--- src/rtl/fetch_pkg.sv ---
// Shared types and constants for the instruction fetch front end.
package fetch_pkg;

    localparam int FETCH_ADDR_WIDTH  = 32;
    localparam int FETCH_INSTR_WIDTH = 32;
    localparam int INSTR_BYTES       = 4;

    typedef struct packed {
        logic [FETCH_ADDR_WIDTH-1:0]  pc;
        logic [FETCH_INSTR_WIDTH-1:0] instr;
    } fetch_entry_t;

    typedef enum logic {
        RUN   = 1'b0,
        FAULT = 1'b1
    } fetch_state_e;

endpackage

--- src/rtl/instr_fetch_ctrl_if.sv ---
// ROM port plus decode handshake of the fetch controller, bundled as one interface.
interface instr_fetch_ctrl_if #(
    parameter int ADDRESS_WIDTH = 32,
    parameter int INSTR_WIDTH   = 32
);
    logic [ADDRESS_WIDTH-1:0] rom_addr_o;
    logic [INSTR_WIDTH-1:0]   rom_data_i;
    logic                     redirect_i;
    logic [ADDRESS_WIDTH-1:0] redirect_pc_i;
    logic                     instr_valid_o;
    logic [INSTR_WIDTH-1:0]   instr_o;
    logic [ADDRESS_WIDTH-1:0] instr_pc_o;
    logic                     instr_ready_i;
    logic                     fault_o;

    modport master (
        output rom_addr_o, instr_valid_o, instr_o, instr_pc_o, fault_o,
        input  rom_data_i, redirect_i, redirect_pc_i, instr_ready_i
    );

    modport slave (
        input  rom_addr_o, instr_valid_o, instr_o, instr_pc_o, fault_o,
        output rom_data_i, redirect_i, redirect_pc_i, instr_ready_i
    );
endinterface

--- src/rtl/fetch_queue.sv ---
// Small synchronous FIFO of fetched {pc, instr} pairs; flush dominates push and pop.
module fetch_queue
    import fetch_pkg::*;
#(
    parameter int DEPTH = 2,
    localparam int PW   = $clog2(DEPTH),
    localparam int CW   = PW + 1
) (
    input  logic         clk_i,
    input  logic         rst_i,
    input  logic         push_i,
    input  logic         pop_i,
    input  logic         flush_i,
    input  fetch_entry_t din_i,
    output fetch_entry_t head_o,
    output logic [CW-1:0] count_o
);

    fetch_entry_t    mem_reg [DEPTH];
    logic [PW-1:0]   rd_ptr_reg;
    logic [PW-1:0]   wr_ptr_reg;
    logic [CW-1:0]   count_reg;

    always_ff @(posedge clk_i) begin
        if (rst_i || flush_i) begin
            rd_ptr_reg <= '0;
            wr_ptr_reg <= '0;
            count_reg  <= '0;
        end else begin
            if (push_i) wr_ptr_reg <= wr_ptr_reg + PW'(1);
            if (pop_i)  rd_ptr_reg <= rd_ptr_reg + PW'(1);
            case ({push_i, pop_i})
                2'b10:   count_reg <= count_reg + CW'(1);
                2'b01:   count_reg <= count_reg - CW'(1);
                default: count_reg <= count_reg;
            endcase
        end
    end

    // Storage carries no reset: an entry is only ever read once count covers it.
    generate
        for (genvar gi = 0; gi < DEPTH; gi++) begin : g_entry
            always_ff @(posedge clk_i) begin
                if (push_i && !flush_i && wr_ptr_reg == PW'(gi))
                    mem_reg[gi] <= din_i;
            end
        end
    endgenerate

    assign head_o  = mem_reg[rd_ptr_reg];
    assign count_o = count_reg;

endmodule

--- src/rtl/instr_fetch_ctrl.sv ---
// Fetch PC sequencing, prefetch queue control, redirect flush and fetch-fault latch.
module instr_fetch_ctrl
    import fetch_pkg::*;
#(
    parameter int                     ADDRESS_WIDTH = FETCH_ADDR_WIDTH,
    parameter int                     INSTR_WIDTH   = FETCH_INSTR_WIDTH,
    parameter int                     ROM_BYTES     = 4096,
    parameter logic [ADDRESS_WIDTH-1:0] RESET_PC    = '0,
    parameter int                     QUEUE_DEPTH   = 2
) (
    input  logic               clk_i,
    input  logic               rst_i,
    instr_fetch_ctrl_if.master bus
);

    localparam int CW = $clog2(QUEUE_DEPTH) + 1;

    fetch_state_e             state_reg, state_next;
    logic [ADDRESS_WIDTH-1:0] fetch_pc_reg, fetch_pc_next;
    logic                     push, pop, pc_good, valid;
    logic [CW-1:0]            count;
    fetch_entry_t             din, head;

    // Word aligned and the whole word inside the ROM; one extra bit avoids wrap.
    function automatic logic pc_ok(input logic [ADDRESS_WIDTH-1:0] p);
        logic [ADDRESS_WIDTH:0] last;
        last = {1'b0, p} + (ADDRESS_WIDTH+1)'(INSTR_BYTES - 1);
        return (p[1:0] == 2'b00) && (last <= (ADDRESS_WIDTH+1)'(ROM_BYTES - 1));
    endfunction

    assign pc_good = pc_ok(fetch_pc_reg);
    assign valid   = (count != '0);
    assign pop     = valid && bus.instr_ready_i && !bus.redirect_i;
    assign push    = (state_reg == RUN) && !bus.redirect_i && pc_good &&
                     ((count < CW'(QUEUE_DEPTH)) || pop);

    always_ff @(posedge clk_i) begin
        if (rst_i) begin
            state_reg    <= RUN;
            fetch_pc_reg <= RESET_PC;
        end else begin
            state_reg    <= state_next;
            fetch_pc_reg <= fetch_pc_next;
        end
    end

    always_comb begin
        state_next    = state_reg;
        fetch_pc_next = fetch_pc_reg;
        if (bus.redirect_i) begin
            state_next    = RUN;
            fetch_pc_next = bus.redirect_pc_i;
        end else if (state_reg == RUN && !pc_good) begin
            state_next = FAULT;
        end else if (push) begin
            fetch_pc_next = fetch_pc_reg + ADDRESS_WIDTH'(INSTR_BYTES);
        end
    end

    always_comb begin
        din       = '0;
        din.pc    = FETCH_ADDR_WIDTH'(fetch_pc_reg);
        din.instr = FETCH_INSTR_WIDTH'(bus.rom_data_i);
    end

    fetch_queue #(
        .DEPTH (QUEUE_DEPTH)
    ) u_queue (
        .clk_i   (clk_i),
        .rst_i   (rst_i),
        .push_i  (push),
        .pop_i   (pop),
        .flush_i (bus.redirect_i),
        .din_i   (din),
        .head_o  (head),
        .count_o (count)
    );

    assign bus.rom_addr_o    = fetch_pc_reg;
    assign bus.instr_valid_o = valid;
    assign bus.instr_o       = valid ? INSTR_WIDTH'(head.instr) : '0;
    assign bus.instr_pc_o    = valid ? ADDRESS_WIDTH'(head.pc) : '0;
    assign bus.fault_o       = (state_reg == FAULT);

endmodule

--- src/flat_wrapper.sv ---
// flat-port wrapper written by rule: the top's interface ports become plain ports
module instr_fetch_ctrl_flat import fetch_pkg::*;
#(
    parameter int                     ADDRESS_WIDTH = FETCH_ADDR_WIDTH,
    parameter int                     INSTR_WIDTH   = FETCH_INSTR_WIDTH,
    parameter int                     ROM_BYTES     = 4096,
    parameter logic [ADDRESS_WIDTH-1:0] RESET_PC    = '0,
    parameter int                     QUEUE_DEPTH   = 2
)
  (clk_i, rst_i, bus_rom_addr_o, bus_instr_valid_o, bus_instr_o, bus_instr_pc_o, bus_fault_o, bus_rom_data_i, bus_redirect_i, bus_redirect_pc_i, bus_instr_ready_i);
  instr_fetch_ctrl_if #(.ADDRESS_WIDTH(ADDRESS_WIDTH), .INSTR_WIDTH(INSTR_WIDTH)) bus_i ();
  input  logic clk_i;
  input  logic rst_i;
  output wire logic [$bits(bus_i.rom_addr_o)-1:0] bus_rom_addr_o;
  output wire logic [$bits(bus_i.instr_valid_o)-1:0] bus_instr_valid_o;
  output wire logic [$bits(bus_i.instr_o)-1:0] bus_instr_o;
  output wire logic [$bits(bus_i.instr_pc_o)-1:0] bus_instr_pc_o;
  output wire logic [$bits(bus_i.fault_o)-1:0] bus_fault_o;
  input wire logic [$bits(bus_i.rom_data_i)-1:0] bus_rom_data_i;
  input wire logic [$bits(bus_i.redirect_i)-1:0] bus_redirect_i;
  input wire logic [$bits(bus_i.redirect_pc_i)-1:0] bus_redirect_pc_i;
  input wire logic [$bits(bus_i.instr_ready_i)-1:0] bus_instr_ready_i;
  assign bus_rom_addr_o = bus_i.rom_addr_o;
  assign bus_instr_valid_o = bus_i.instr_valid_o;
  assign bus_instr_o = bus_i.instr_o;
  assign bus_instr_pc_o = bus_i.instr_pc_o;
  assign bus_fault_o = bus_i.fault_o;
  assign bus_i.rom_data_i = bus_rom_data_i;
  assign bus_i.redirect_i = bus_redirect_i;
  assign bus_i.redirect_pc_i = bus_redirect_pc_i;
  assign bus_i.instr_ready_i = bus_instr_ready_i;
  instr_fetch_ctrl #(.ADDRESS_WIDTH(ADDRESS_WIDTH), .INSTR_WIDTH(INSTR_WIDTH), .ROM_BYTES(ROM_BYTES), .RESET_PC(RESET_PC), .QUEUE_DEPTH(QUEUE_DEPTH)) u_core (.clk_i(clk_i), .rst_i(rst_i), .bus(bus_i));
endmodule
--- config.mk ---
export PLATFORM = sky130hd
export DESIGN_NAME = instr_fetch_ctrl_flat
export DESIGN_NICKNAME = d
export VERILOG_FILES = /design/src/rtl/fetch_pkg.sv /design/src/rtl/instr_fetch_ctrl_if.sv /design/src/rtl/fetch_queue.sv /design/src/rtl/instr_fetch_ctrl.sv /design/src/flat_wrapper.sv
export SDC_FILE = /design/constraint.sdc
export NUM_CORES = 1
export LEC_CHECK = 0
export CAP_MARGIN = 20
export CORE_ASPECT_RATIO = 0.7
export CORE_MARGIN = 8
export CORE_UTILIZATION = 38
export CTS_CLUSTER_SIZE = 28
export DETAILED_ROUTE_END_ITERATION = 6
export RECOVER_POWER = 50
export SLEW_MARGIN = 30
export SYNTH_ARGS = -nofsm -noshare
export SYNTH_HDL_FRONTEND = slang
export SYNTH_HIERARCHICAL = 1
export SYNTH_SLANG_ARGS = --single-unit
--- constraint.sdc ---
create_clock -name clk_i -period 16.6 [get_ports clk_i]
set_clock_uncertainty 0.2 [all_clocks]
set_input_delay 1.66 -clock clk_i [delete_from_list [all_inputs] [get_ports clk_i]]
set_output_delay 1.66 -clock clk_i [all_outputs]
set_load 0.03 [all_outputs]
### After elaboration in Yosys (flattened, before gate mapping)

Memories as Yosys holds them, arrays and structs flattened. A register that Yosys moved wholly into a read port is not among the register bits.
Index checks and enable logic that the tools add are counted.

| storage, ports and cells | value |
|---|---|
| register bits | 37 |
| bits in writable memories | 128 |
| input port bits | 68 |
| output and inout bits | 98 |
| logic and storage cells | 55 |
| memories | 1 |

Memory list:

| name | words | bits a word | read ports | clocked after memory_dff | write ports | line | source |
|---|---|---|---|---|---|---|---|
| u_core.u_queue.mem_reg | 2 | 64 | 1 | 1 | 1 | fetch_queue.sv:19 | `fetch_entry_t mem_reg [DEPTH];` |

| operators by class | value |
|---|---|
| add/subtract/negate cells | 6 |
| magnitude comparators | 2 |
| equal/unequal tests | 3 |
| muxes and demuxes | 15 |
| bitwise logic cells | 2 |
| reductions and logical operators | 21 |

Operators by type and width:

| cell | number |
|---|---|
| $mux 32 | 5 |
| $mux 64 | 1 |
| $reduce_or 64->1 | 1 |
| $add 32x2->33 const B | 1 |
| $le 33x12->1 const B | 1 |
| $add 32x3->32 const B | 1 |
| $logic_and 1x1->1 | 10 |
| $mux 1 | 8 |
| $reduce_bool 2->1 | 3 |
| $pmux 2 s2 | 1 |
| $add 1x1->1 const B | 2 |
| $add 2x1->2 const B | 1 |
| $eq 2x1->1 const B | 1 |
| $eq 2x2->1 const B | 1 |
| $logic_not 1->1 | 2 |
| $logic_not 2->1 | 1 |
| $logic_or 1x1->1 | 2 |
| $lt 2x2->1 const B | 1 |
| $ne 2x2->1 const B | 1 |
| $not 1->1 | 2 |
| $reduce_and 2->1 | 1 |
| $reduce_or 2->1 | 1 |
| $sub 2x1->2 const B | 1 |

### Logic depth before layout (Yosys ltp)

Gate-level depths: netlist of run 1.

| depth | value |
|---|---|
| word-level depth | 11 |
| mapped depth | 15 |
| mapped depth without buffers | 14 |

### Cells and area by module

Netlist of run 1, hierarchy kept.

By module, submodules not included:

| module | times used | cells each | area each (um2) | sequential area each (um2) |
|---|---|---|---|---|
| fetch_queue | 1 | 219 | 4,802.1 | 3,943.8 |
| instr_fetch_ctrl | 1 | 304 | 2,467.4 | 660.6 |

### Worst setup path before layout of run 1

No wires, ideal clock.

| path | value |
|---|---|
| kind | reg-to-reg |
| start point | register u_core.fetch_pc_reg[3], in the netlist u_core/bus.rom_addr_o[3] |
| end point | memory u_core/u_queue/mem_reg[1][0] in the netlist's numbering, enable pin |
| setup time | 0.579 ns |
| data arrival time | 7.782 ns |
| required time | 15.821 ns |
| slack | 8.039 ns |
| cell stages (with the launch flop) | 12 |
| path buffers | 1 |
| clock period less this slack | 8.561 ns |
| cells stage by stage | dfxtp_1 -> ha_1 -> nand3_1 -> nor4_2 -> and4_1 -> o22ai_1 -> or4b_4 -> or3_1 -> buf_2 -> nor2_1 -> inv_1 -> nor3b_1 |

| between the ends | value |
|---|---|
| cells in the longest elaborated chain, start to end | 11 |
| elaborated cells between the ends (all ways) | 15 |
| classes of those cells | add/sub (1); order compare (1); mux (6); reduce/logical (7) |

RTL lines:

| element | line | source |
|---|---|---|
| from (decl) | instr_fetch_ctrl.sv:19 | `logic [ADDRESS_WIDTH-1:0] fetch_pc_reg, fetch_pc_next;` |
| from (signal assigned) | instr_fetch_ctrl.sv:43 | `fetch_pc_reg <= fetch_pc_next;` |
| $add 32x2->33 (*) | instr_fetch_ctrl.sv:27 | `last = {1'b0, p} + (ADDRESS_WIDTH+1)'(INSTR_BYTES - 1);` |
| $le 33x12->1 (*) | instr_fetch_ctrl.sv:28 | `return (p[1:0] == 2'b00) && (last <= (ADDRESS_WIDTH+1)'(ROM_BYTES - 1));` |
| $logic_and 1x1->1 (*) | instr_fetch_ctrl.sv:28 |  |
| $logic_and 1x1->1 (*) (2 in series) | instr_fetch_ctrl.sv:34 | `assign push = (state_reg == RUN) && !bus.redirect_i && pc_good &&` |
| net u_core.push | instr_fetch_ctrl.sv:20 | `logic push, pop, pc_good, valid;` |
| $logic_and 1x1->1 (*) | fetch_queue.sv:44 | `if (push_i && !flush_i && wr_ptr_reg == PW'(gi))` |
| $logic_and 1x1->1 | fetch_queue.sv:44 |  |
| $mux 1 | fetch_queue.sv:44 |  |
| $mux 1 (not written as such) | fetch_queue.sv:45 | `mem_reg[gi] <= din_i;` |
| $reduce_or 64->1 (no source line) | n/a |  |
| $mux 1 (no source line) | n/a |  |
| to (decl) | fetch_queue.sv:19 |  |

The timed path passes the listed nets; every way through them passes the cells marked *.

### Final worst setup path of run 1

| path | value |
|---|---|
| start point | register u_core.u_queue.count_reg[1], in the netlist u_core/u_queue/count_o[1] |
| end point | output port bus_instr_pc_o[31] |

| between the ends | value |
|---|---|
| cells in the longest elaborated chain, start to end | 2 |

RTL lines:

| element | line | source |
|---|---|---|
| from (decl) | fetch_queue.sv:22 | `logic [CW-1:0] count_reg;` |
| from (signal assigned) | fetch_queue.sv:33 | `2'b10: count_reg <= count_reg + CW'(1);` |
| from (signal assigned) | fetch_queue.sv:34 | `2'b01: count_reg <= count_reg - CW'(1);` |
| from (signal assigned) | fetch_queue.sv:35 | `default: count_reg <= count_reg;` |
| $reduce_bool 2->1 | instr_fetch_ctrl.sv:32 | `assign valid = (count != '0);` |
| $mux 32 | instr_fetch_ctrl.sv:82 | `assign bus.instr_pc_o = valid ? ADDRESS_WIDTH'(head.pc) : '0;` |
| to (decl) | flat_wrapper.sv:17 | `output wire logic [$bits(bus_i.instr_pc_o)-1:0] bus_instr_pc_o;` |

No other way between the ends.

==> impl_metrics.env, run 1 <==
export IMPL_nNetsFinal=758
export IMPL_dp_hpwl_um=12700
export IMPL_violations="max-capacitance violations, max-slew violations"
export IMPL_clock_insertion_delay_worst_skew_ps=420
export IMPL_arrival_ps=4290
export IMPL_grt_usage=0.155
export IMPL_start_util=0.386
export IMPL_synth_distinct_cells=57
export IMPL_cts_resized=0
export IMPL_max_cap_violations=1
export IMPL_critPathMaxFanout=66
export IMPL_p_sw_frac=0.220
export IMPL_outcome="complete, but fails checks"
export IMPL_crit_type="register to output port"
export IMPL_yosysWarnings=6
export IMPL_syn_inst=523
export IMPL_dr_pass1_iters=5
export IMPL_power_share_sequential=0.504
export IMPL_synth_edf_count=128
export IMPL_finalCriticalPeriod_ps=6150
export IMPL_dr_total_vias=4902
export IMPL_die_h_um=132
export IMPL_dr_first_iter_drc_count=271
export IMPL_synthFlopType="edfxtp_1"
export IMPL_synth_seq_area_share=0.633
export IMPL_p_switching_uw=204
export IMPL_area_growth_pct=33.5
export IMPL_routedWlPerCell_um=19.7
export IMPL_postLayoutCellArea_sq_mm=0.00970
export IMPL_drive_gt1_frac=0.159
export IMPL_ios=166
export IMPL_synth_area_sq_mm=0.00727
export IMPL_n_fill_cell=1628
export IMPL_cts_tree="yes"
export IMPL_largest_reg_flops=128
export IMPL_cts_buffers=17
export IMPL_ys_seq_elements=166
export IMPL_gp_congestion=0.871
export IMPL_end_kind="output port"
export IMPL_h_tree_depth=4
export IMPL_synth_async_reset_ratio=0
export IMPL_cts_root_buf="clkbuf_16"
export IMPL_clk_pin_slew_ps=60
export IMPL_cts_sinks=166
export IMPL_syn_avg_cell_area_sq_um=13.9
export IMPL_ant_nets=0
export IMPL_holdCritPathClass="register to register"
export IMPL_final_cell_mix="edfxtp_1 (128), clkdlybuf4s50_1 (99), dlygate4sd3_1 (66), and2_1 (66), mux2_2 (64)"
export IMPL_p_comb_frac=0.066
export IMPL_antenna_found_initial=0
export IMPL_grt_max_degree=67
export IMPL_powerDensity_mw_per_mm2=95.3
export IMPL_grt_pass1_vias=5102
export IMPL_post_cts_buffers=0
export IMPL_fmax_mhz=163
export IMPL_overflow=0
export IMPL_hold_violations=0
export IMPL_grt_pass1_wl_um=29200
export IMPL_holdBufCountCts=0
export IMPL_setup_tns_ps=0
export IMPL_wl_um=18500
export IMPL_peakVddDrop_mv=0.0560
export IMPL_syn_num_nets=595
export IMPL_finalSetupViolations=0
export IMPL_rsz0062_at_grt="false"
export IMPL_layout_commonest_cell="edfxtp_1"
export IMPL_cp_start_kind="register"
export IMPL_n_antenna_cell=0
export IMPL_vias_per_cell=5.21
export IMPL_placed_cell_area_sq_mm=0.00912
export IMPL_final_period_utilization=0.370
export IMPL_rows=42
export IMPL_drc_errors=0
export IMPL_worst_slew_pin_slew_ps=3200
export IMPL_p_clk_frac=0.430
export IMPL_cellLeakagePower_nw=3.32
export IMPL_die_area_sq_mm=0.0239
export IMPL_slew_limit_headroom=-1.13
export IMPL_crit_required_ps=14740
export IMPL_final_max_slew_violation_count=67
export IMPL_io_buffers=165
export IMPL_die_width_um=181
export IMPL_internal_power_uw=721
export IMPL_core_sq_mm=0.0188
export IMPL_cts_buffer_depth=2
==> power groups by stage <==
stage / combinational (mW) / clock, mW / sequential, mW
3_3_place_gp: 0.0639 / 0 / 0.475
5_1_grt: 0.0652 / 0.424 / 0.467
2_1_floorplan: 0.0238 / 0 / 0.478
3_5_place_dp: 0.0646 / 0 / 0.475
4_1_cts: 0.0651 / 0.408 / 0.466
6_report: 0.0609 / 0.398 / 0.466
==> stage by stage <==
| step | std cells | setup WS (ps) | power [mW] | hold slack, ps | utilization |
|---|---|---|---|---|---|
| 2_1_floorplan | 523 | 8040 | 0.502 | 281 | - |
| 3_3_place_gp | 909 | 12070 | 0.538 | 330 | 0.485 |
| 3_5_place_dp | 909 | 12000 | 0.540 | 332 | 0.485 |
| 4_1_cts | 941 | 12030 | 0.939 | 351 | 0.517 |
| 5_1_grt | 941 | 9930 | 0.956 | 389 | 0.516 |
| 6_report | 941 | 10450 | 0.924 | 355 | 0.516 |
==> layout make-up <==
cell class / instances / area, sq um / share of cell area
repair buffers: 172 / 1700 / 0.176
clock buffers: 18 / 429 / 0.0442
multi-input cells: 318 / 2440 / 0.252
clock inverters: 14 / 175 / 0.0181
flip-flops and latches: 166 / 4610 / 0.475
inverters: 11 / 41.3 / 0.00426
well taps: 242 / 303 / 0.0312
==> worst paths after layout <==
check	to	slack, ps	from	cells after the start
worst max register to register	u_core/u_queue/count_o[1]$_SDFFE_PP0P_	11740	u_core/bus.rom_addr_o[2]$_SDFFE_PP0P_	12
worst max-delay path	bus_instr_pc_o[31]	10450	u_core/u_queue/count_o[1]$_SDFFE_PP0P_	3
worst min-delay path	register	350	u_core/u_queue/rd_ptr_reg$_SDFFE_PP0P_	2
worst min register to register	register	350	u_core/u_queue/rd_ptr_reg$_SDFFE_PP0P_	2
==> worst max-delay path: stages (launching register included) <==
cell and delay (ps):
dfxtp_1 440, or2_0 2320, and2_1 340, clkdlybuf4s50_1 760
==> Yosys cell counts, drive strengths merged (2+ instances only) <==
cell type  instances  area, sq um
o21bai             2         15.0
mux2              64          721
dfxtp             38          761
o311ai             3         26.3
nor2              13         48.8
nor4               8         62.6
xnor2              8         70.1
a22oi              6         45.0
a31oi              2         12.5
a21oi              2         10.0
a211oi             5         37.5
o211ai             7         52.6
mux2i              8         80.1
nand3             11         55.1
a311oi             2         17.5
nand4             10         62.6
inv               11         41.3
nand2             16         62.6
edfxtp           128         3840
a22o              20          175
o22ai              2         12.5
ha                 4         50.1
nor2b              3         18.8
and4               4         35.0
or2                4         25.0
and3               3         18.8
and2              67          422
nand2b             6         45.0
nor3              10         55.1
xor2               2         17.5
o21ai              8         40.0
or3                3         18.8
clkbuf             8         30.0
or4                2         15.0
buf               19          136
==> cells by family after synthesis <==
kind of cell / count (synthesis) / share of synthesized area
AND/OR/NAND/NOR: 166 / 0.138
flip-flops: 166 / 0.633
multiplexers: 72 / 0.110
AO/OA/AOI/OAI: 66 / 0.0699
buffers and inverters: 39 / 0.0299
XOR/XNOR: 10 / 0.0120
adder cells (fa/ha/maj): 4 / 0.00688
==> per-layer routing <==
layer / part of all wire / global-route usage / vias up
li1: - / - / 2309
met1: 0.49 / 0.216 / 2424
met2: 0.44 / 0.233 / 157
met3: 0.064 / 0.0496 / 12
met4: 0.0070 / 0.0322 / 0
met5: 0 / 0 / -
(Power assumes the default switching activity.)
==> run 2: changes to the inputs <==
clock period = 6.04 ns   (was 16.6 ns; I/O delays follow)
==> run 2 against run 1 <==
First-iteration DRC count increased by 62%. Register-to-register slack lost 11000 ps. Sequential power grew to 2.7 times the previous value. The flow still finishes with violations (max-capacitance violations, max-slew violations). Global-route usage is 0.12 points lower. Cell count is 0.32% lower. Largest cell class unchanged. Core utilization decreased by 0.093 points. Critical path depth rose by 8. Via count decreased by 1.2%. Power increased to 2.7 times the previous value. Clock power rose to 2.6 times the previous value. Critical path type is now register to register.
==> impl_metrics.env, run 2 (synthesis gave the netlist of run 1 again) <==
export IMPL_fmax_mhz=200
export IMPL_die_area_sq_mm=0.0239
export IMPL_cts_root_buf="clkbuf_16"
export IMPL_powerDensity_mw_per_mm2=258
export IMPL_slew_limit_headroom=-1.05
export IMPL_max_cap_violations=1
export IMPL_clk_pin_slew_ps=60
export IMPL_end_kind="register"
export IMPL_ios=166
export IMPL_layout_commonest_cell="edfxtp_1"
export IMPL_rows=42
export IMPL_use_met3=0.0512
export IMPL_io_buffers=165
export IMPL_postLayoutCellArea_sq_mm=0.00968
export IMPL_die_width_um=181
export IMPL_rsz0062_at_grt="false"
export IMPL_grt_usage=0.154
export IMPL_wl_um=18500
export IMPL_critPathMaxFanout=47
export IMPL_largest_reg_flops=128
export IMPL_cts_buffer_depth=2
export IMPL_grtUsageMet1=0.222
export IMPL_drive_gt1_frac=0.162
export IMPL_post_route_util=0.515
export IMPL_dr_first_iter_drc_count=439
export IMPL_post_cts_buffers=0
export IMPL_outcome="complete, but fails checks"
export IMPL_area_growth_pct=33.2
export IMPL_grt_max_degree=67
export IMPL_n_antenna_cell=0
export IMPL_finalPower_mw=2.50
export IMPL_worst_slew_pin_slew_ps=3070
export IMPL_violations="max-capacitance violations, max-slew violations"
export IMPL_cp_start_kind="register"
export IMPL_crit_required_ps=5890
export IMPL_regToRegSetupSlack_ps=1050
export IMPL_holdBufCountCts=0
export IMPL_finalCriticalPeriod_ps=4990
export IMPL_cts_tree="yes"
export IMPL_arrival_ps=4850
export IMPL_dp_slack_ps=1310
export IMPL_grt_busiest_layer="met1"
export IMPL_dp_hpwl_um=12700
export IMPL_final_period_utilization=0.827
export IMPL_setup_ws_ps=1050
export IMPL_final_max_slew_violation_count=67
export IMPL_vias_per_cell=5.16
export IMPL_ant_nets=0
export IMPL_holdCritPathClass="register to register"
export IMPL_cts_sinks=166
export IMPL_placed_cell_area_sq_mm=0.00911
export IMPL_grtUsageMet2=0.216
export IMPL_finalSetupViolations=0
export IMPL_peakVddDrop_mv=0.148
export IMPL_hold_slack_ps=362
export IMPL_antenna_found_initial=0
export IMPL_clock_insertion_delay_worst_skew_ps=420
export IMPL_die_h_um=132
export IMPL_drc_errors=0
export IMPL_overflow=0
export IMPL_dr_total_vias=4844
export IMPL_cellLeakagePower_nw=3.31
export IMPL_grt_pass1_wl_um=28500
export IMPL_nNetsFinal=756
export IMPL_cts_resized=0
export IMPL_start_util=0.386
export IMPL_hold_violations=0
export IMPL_crit_type="register to register"
export IMPL_grt_pass1_vias=4800
export IMPL_core_sq_mm=0.0188
export IMPL_dr_pass1_iters=5
export IMPL_routedWlPerCell_um=19.7
export IMPL_gp_congestion=0.905
export IMPL_final_cell_mix="edfxtp_1 (128), clkdlybuf4s50_1 (92), dlygate4sd3_1 (73)"
export IMPL_h_tree_depth=4
export IMPL_cts_buffers=17
## run 2: cell types whose count changed in the layout (fill, tap and decap cells not counted), sizes merged, moves of 2 or more
cell	previous run	this run
clkdlybuf4s50	99	92
buf	7	5
dlygate4sd3	66	73
clkinvlp	1	4
## run 2: final timing paths
path	start	endpoint	cells after the start
max	u_core/bus.rom_addr_o[2]$_SDFFE_PP0P_	u_core/u_queue/mem_reg[1][62]$_DFFE_PP_	11
min	u_core/u_queue/count_o[1]$_SDFFE_PP0P_	u_core/u_queue/count_o[1]$_SDFFE_PP0P_	2
max reg2reg	u_core/bus.rom_addr_o[2]$_SDFFE_PP0P_	u_core/u_queue/mem_reg[1][62]$_DFFE_PP_	11
min reg2reg	u_core/u_queue/count_o[1]$_SDFFE_PP0P_	u_core/u_queue/count_o[1]$_SDFFE_PP0P_	2
## run 2: final cells by class
cell class / count / area (sq um)
well taps: 242 / 303
clock buffers: 17 / 425
inverters: 11 / 41.3
repair buffers: 170 / 1690
flip-flops and latches: 166 / 4610
fillers: 1594 / 9130
multi-input cells: 318 / 2470
clock inverters: 14 / 151
## run 2: where the power goes
part	switching (mW)	total (mW)	leakage (nW)	internal [mW]
logic	0.0885	0.171	1.56	0.0827
clock network	0.440	1.05	0.273	0.609
registers	0.0345	1.28	1.47	1.24
total	0.563	2.50	3.31	1.94
## run 2: metrics by stage
stage / instances / TNS [ps]
after floorplan: 523 / -33480
after global placement: 907 / 0
after detailed placement: 907 / 0
after CTS: 938 / 0
after global routing: 938 / 0
final: 938 / 0
## run 2: per-layer routing
| layer | vias up | wire length [um] | part of all wire |
|---|---|---|---|
| met2 | 177 | 7740 | 0.42 |
| met4 | 0 | 137 | 0.0074 |
| li1 | 2307 | - | - |
| met5 | - | 0 | 0 |
| met3 | 16 | 1380 | 0.075 |
| met1 | 2344 | 9250 | 0.50 |
## run 2: worst max-delay path: stages, from the launching register on
cell and delay [ps]:
dfxtp_1 520, ha_1 330, nand3_1 250, nor4_1 770, and4_1 300, o22ai_1 80
or4b_4 570, or3_1 460, nor2_1 190, inv_1 150, nor3b_4 210, buf_4 550
==> run 3: changes to the inputs <==
PLACE_DENSITY = 0.66   (was not set)
clock period = 4.5 ns   (was 6.04 ns; I/O delays follow)
==> run 3 against run 2 <==
The run still ends with max-capacitance violations, max-slew violations left. Setup slack got worse by 710 ps. Clock-buffer cell count unchanged. Via count rose by 2.0%. Worst hold slack lost 63 ps. Global-route usage rose by 0.27 points. Sequential power rose by 34%. Sequential share of layout area shrank 0.23 points. Largest cell class unchanged.
==> impl_metrics.env, run 3 (synthesis gave the netlist of run 1 again) <==
export IMPL_nNetsFinal=758
export IMPL_cts_buffer_depth=2
export IMPL_use_met3=0.0567
export IMPL_largest_reg_flops=128
export IMPL_cts_root_buf="clkbuf_16"
export IMPL_clock_insertion_delay_worst_skew_ps=420
export IMPL_io_buffers=165
export IMPL_wl_um=18800
export IMPL_cp_start_kind="register"
export IMPL_grt_usage=0.156
export IMPL_finalPower_mw=3.35
export IMPL_ant_nets=0
export IMPL_powerDensity_mw_per_mm2=342
export IMPL_p_sw_frac=0.248
export IMPL_fin_cells=941
export IMPL_dr_total_vias=4939
export IMPL_cp_num_buf_inv=1
export IMPL_max_cap_violations=1
export IMPL_rows=42
export IMPL_h_tree_depth=4
export IMPL_crit_path_max_incr_delay_ps=680
export IMPL_n_antenna_cell=0
export IMPL_die_width_um=181
export IMPL_worst_slew_pin_slew_ps=1900
export IMPL_grt_max_degree=67
export IMPL_layout_commonest_cell="edfxtp_1"
export IMPL_cp_top_family="simple AND/OR/NAND/NOR gates"
export IMPL_start_util=0.386
export IMPL_finalCriticalPeriod_ps=4160
export IMPL_violations="max-capacitance violations, max-slew violations"
export IMPL_power_share_sequential=0.512
export IMPL_p_clk_frac=0.419
export IMPL_vias_per_cell=5.25
export IMPL_dp_cells=909
export IMPL_end_kind="register"
export IMPL_crit_top_cell="or3_1"
export IMPL_die_area_sq_mm=0.0239
export IMPL_peakVddDrop_mv=0.196
export IMPL_outcome="complete, but fails checks"
export IMPL_overflow=0
export IMPL_fmax_mhz=240
export IMPL_final_max_slew_violation_count=67
export IMPL_grt_pass1_wl_um=29300
export IMPL_cellLeakagePower_nw=3.44
export IMPL_arrival_ps=4300
export IMPL_final_period_utilization=0.925
export IMPL_routedWlPerCell_um=19.9
export IMPL_grt_busiest_layer="met2"
export IMPL_crit_chain="nand4_1 -> or4_1 -> nor3_2 -> a21oi_1 -> or4b_4 -> or3_1 -> nor2_4 -> inv_2 -> ha_1 -> or3_1 -> a211oi_1"
export IMPL_core_sq_mm=0.0188
export IMPL_hold_violations=0
export IMPL_dp_hpwl_um=12900
export IMPL_drive_gt1_frac=0.182
export IMPL_area_growth_pct=34.6
export IMPL_cts_resized=0
export IMPL_holdCritPathClass="register to register"
export IMPL_final_cell_mix="edfxtp_1 (128), dlygate4sd3_1 (94), clkdlybuf4s50_1 (71)"
export IMPL_internal_power_mw=2.52
export IMPL_grtUsageMet2=0.238
export IMPL_hold_slack_ps=299
export IMPL_post_cts_buffers=0
export IMPL_critPathMaxFanout=10
export IMPL_antenna_found_initial=0
export IMPL_dr_pass1_iters=5
export IMPL_slew_limit_headroom=-0.265
export IMPL_grt_pass1_vias=5069
export IMPL_holdBufCountCts=0
export IMPL_cts_buffers=17
export IMPL_crit_required_ps=4630
export IMPL_finalSetupViolations=0
export IMPL_cts_tree="yes"
export IMPL_crit_type="register to register"
export IMPL_rsz0062_at_grt="false"
export IMPL_p_comb_frac=0.069
export IMPL_regToRegSetupSlack_ps=340
export IMPL_cts_sinks=166
export IMPL_gp_congestion=0.919
export IMPL_dr_first_iter_drc_count=382
export IMPL_n_fill_cell=1576
export IMPL_drc_errors=0
export IMPL_ios=166
export IMPL_p_switching_uw=829
export IMPL_slowest_stage="or4_1"
export IMPL_clk_pin_slew_ps=70
export IMPL_grtUsageMet1=0.210
export IMPL_die_h_um=132
-- run 3: cell count changes in the layout (fill, tap and decap cells not counted), moves of 3 or more --
cell             before  now
dfxtp_1              37   30
and2_1               45   66
clkdlybuf4s50_1      92   71
inv_8                 1    5
clkinv_2              3    0
and2_0               21    0
dlygate4sd3_1        73   94
dfxtp_4               1    7
-- run 3: final timing paths --
kind                                                             start                                       to  depth (start not counted)
worst max-delay path            u_core/bus.rom_addr_o[11]$_SDFFE_PP0P_   u_core/u_queue/count_o[1]$_SDFFE_PP0P_                         11
worst min-delay path             u_core/bus.rom_addr_o[1]$_SDFFE_PP0P_  u_core/u_queue/mem_reg[1][33]$_DFFE_PP_                          0
worst max register to register  u_core/bus.rom_addr_o[11]$_SDFFE_PP0P_   u_core/u_queue/count_o[1]$_SDFFE_PP0P_                         11
worst min register to register   u_core/bus.rom_addr_o[1]$_SDFFE_PP0P_  u_core/u_queue/mem_reg[1][33]$_DFFE_PP_                          0
-- run 3: final cells by class --
| type | count | area (sq um) | area share |
|---|---|---|---|
| tap | 242 | 303 | 0.0310 |
| clock buffer | 17 | 425 | 0.0435 |
| timing repair buffer | 172 | 1730 | 0.177 |
| clock inverter | 15 | 156 | 0.0160 |
| inverter | 11 | 41.3 | 0.00422 |
| sequential | 166 | 4630 | 0.474 |
| multi-input combinational | 318 | 2490 | 0.255 |
-- run 3: per-stage QoR --
step           utilization  worst slack (ps)  TNS, ps  instance area, sq um
6_report             0.520               338        0                  9780
5_1_grt              0.520               144        0                  9780
4_1_cts              0.521               416        0                  9800
3_5_place_dp         0.490               432        0                  9220
3_3_place_gp         0.490               531        0                  9220
2_1_floorplan            -              -482   -51810                  7370
-- run 3: metal layers --
| layer | vias to the layer above | wire length, um |
|---|---|---|
| met1 | 2405 | 8550 |
| met5 | - | 0 |
| met4 | 0 | 159 |
| met3 | 12 | 1470 |
| li1 | 2308 | - |
| met2 | 214 | 8580 |
-- run 3: power groups by stage --
stage	Sequential [mW]	Combinational (mW)	Clock, mW
floorplan	1.76	0.0900	0
global placement	1.75	0.242	0
detailed placement	1.75	0.244	0
CTS	1.72	0.246	1.44
global route	1.72	0.247	1.50
finish	1.71	0.232	1.40
-- run 3: worst register-to-register path: cells and delay by family, from the launching register on --
family          cells  cell delay, ps
simple gates        7            2580
flops               1             550
fa+ha+maj           1             340
compound gates      2             310
buf+inv             1              90
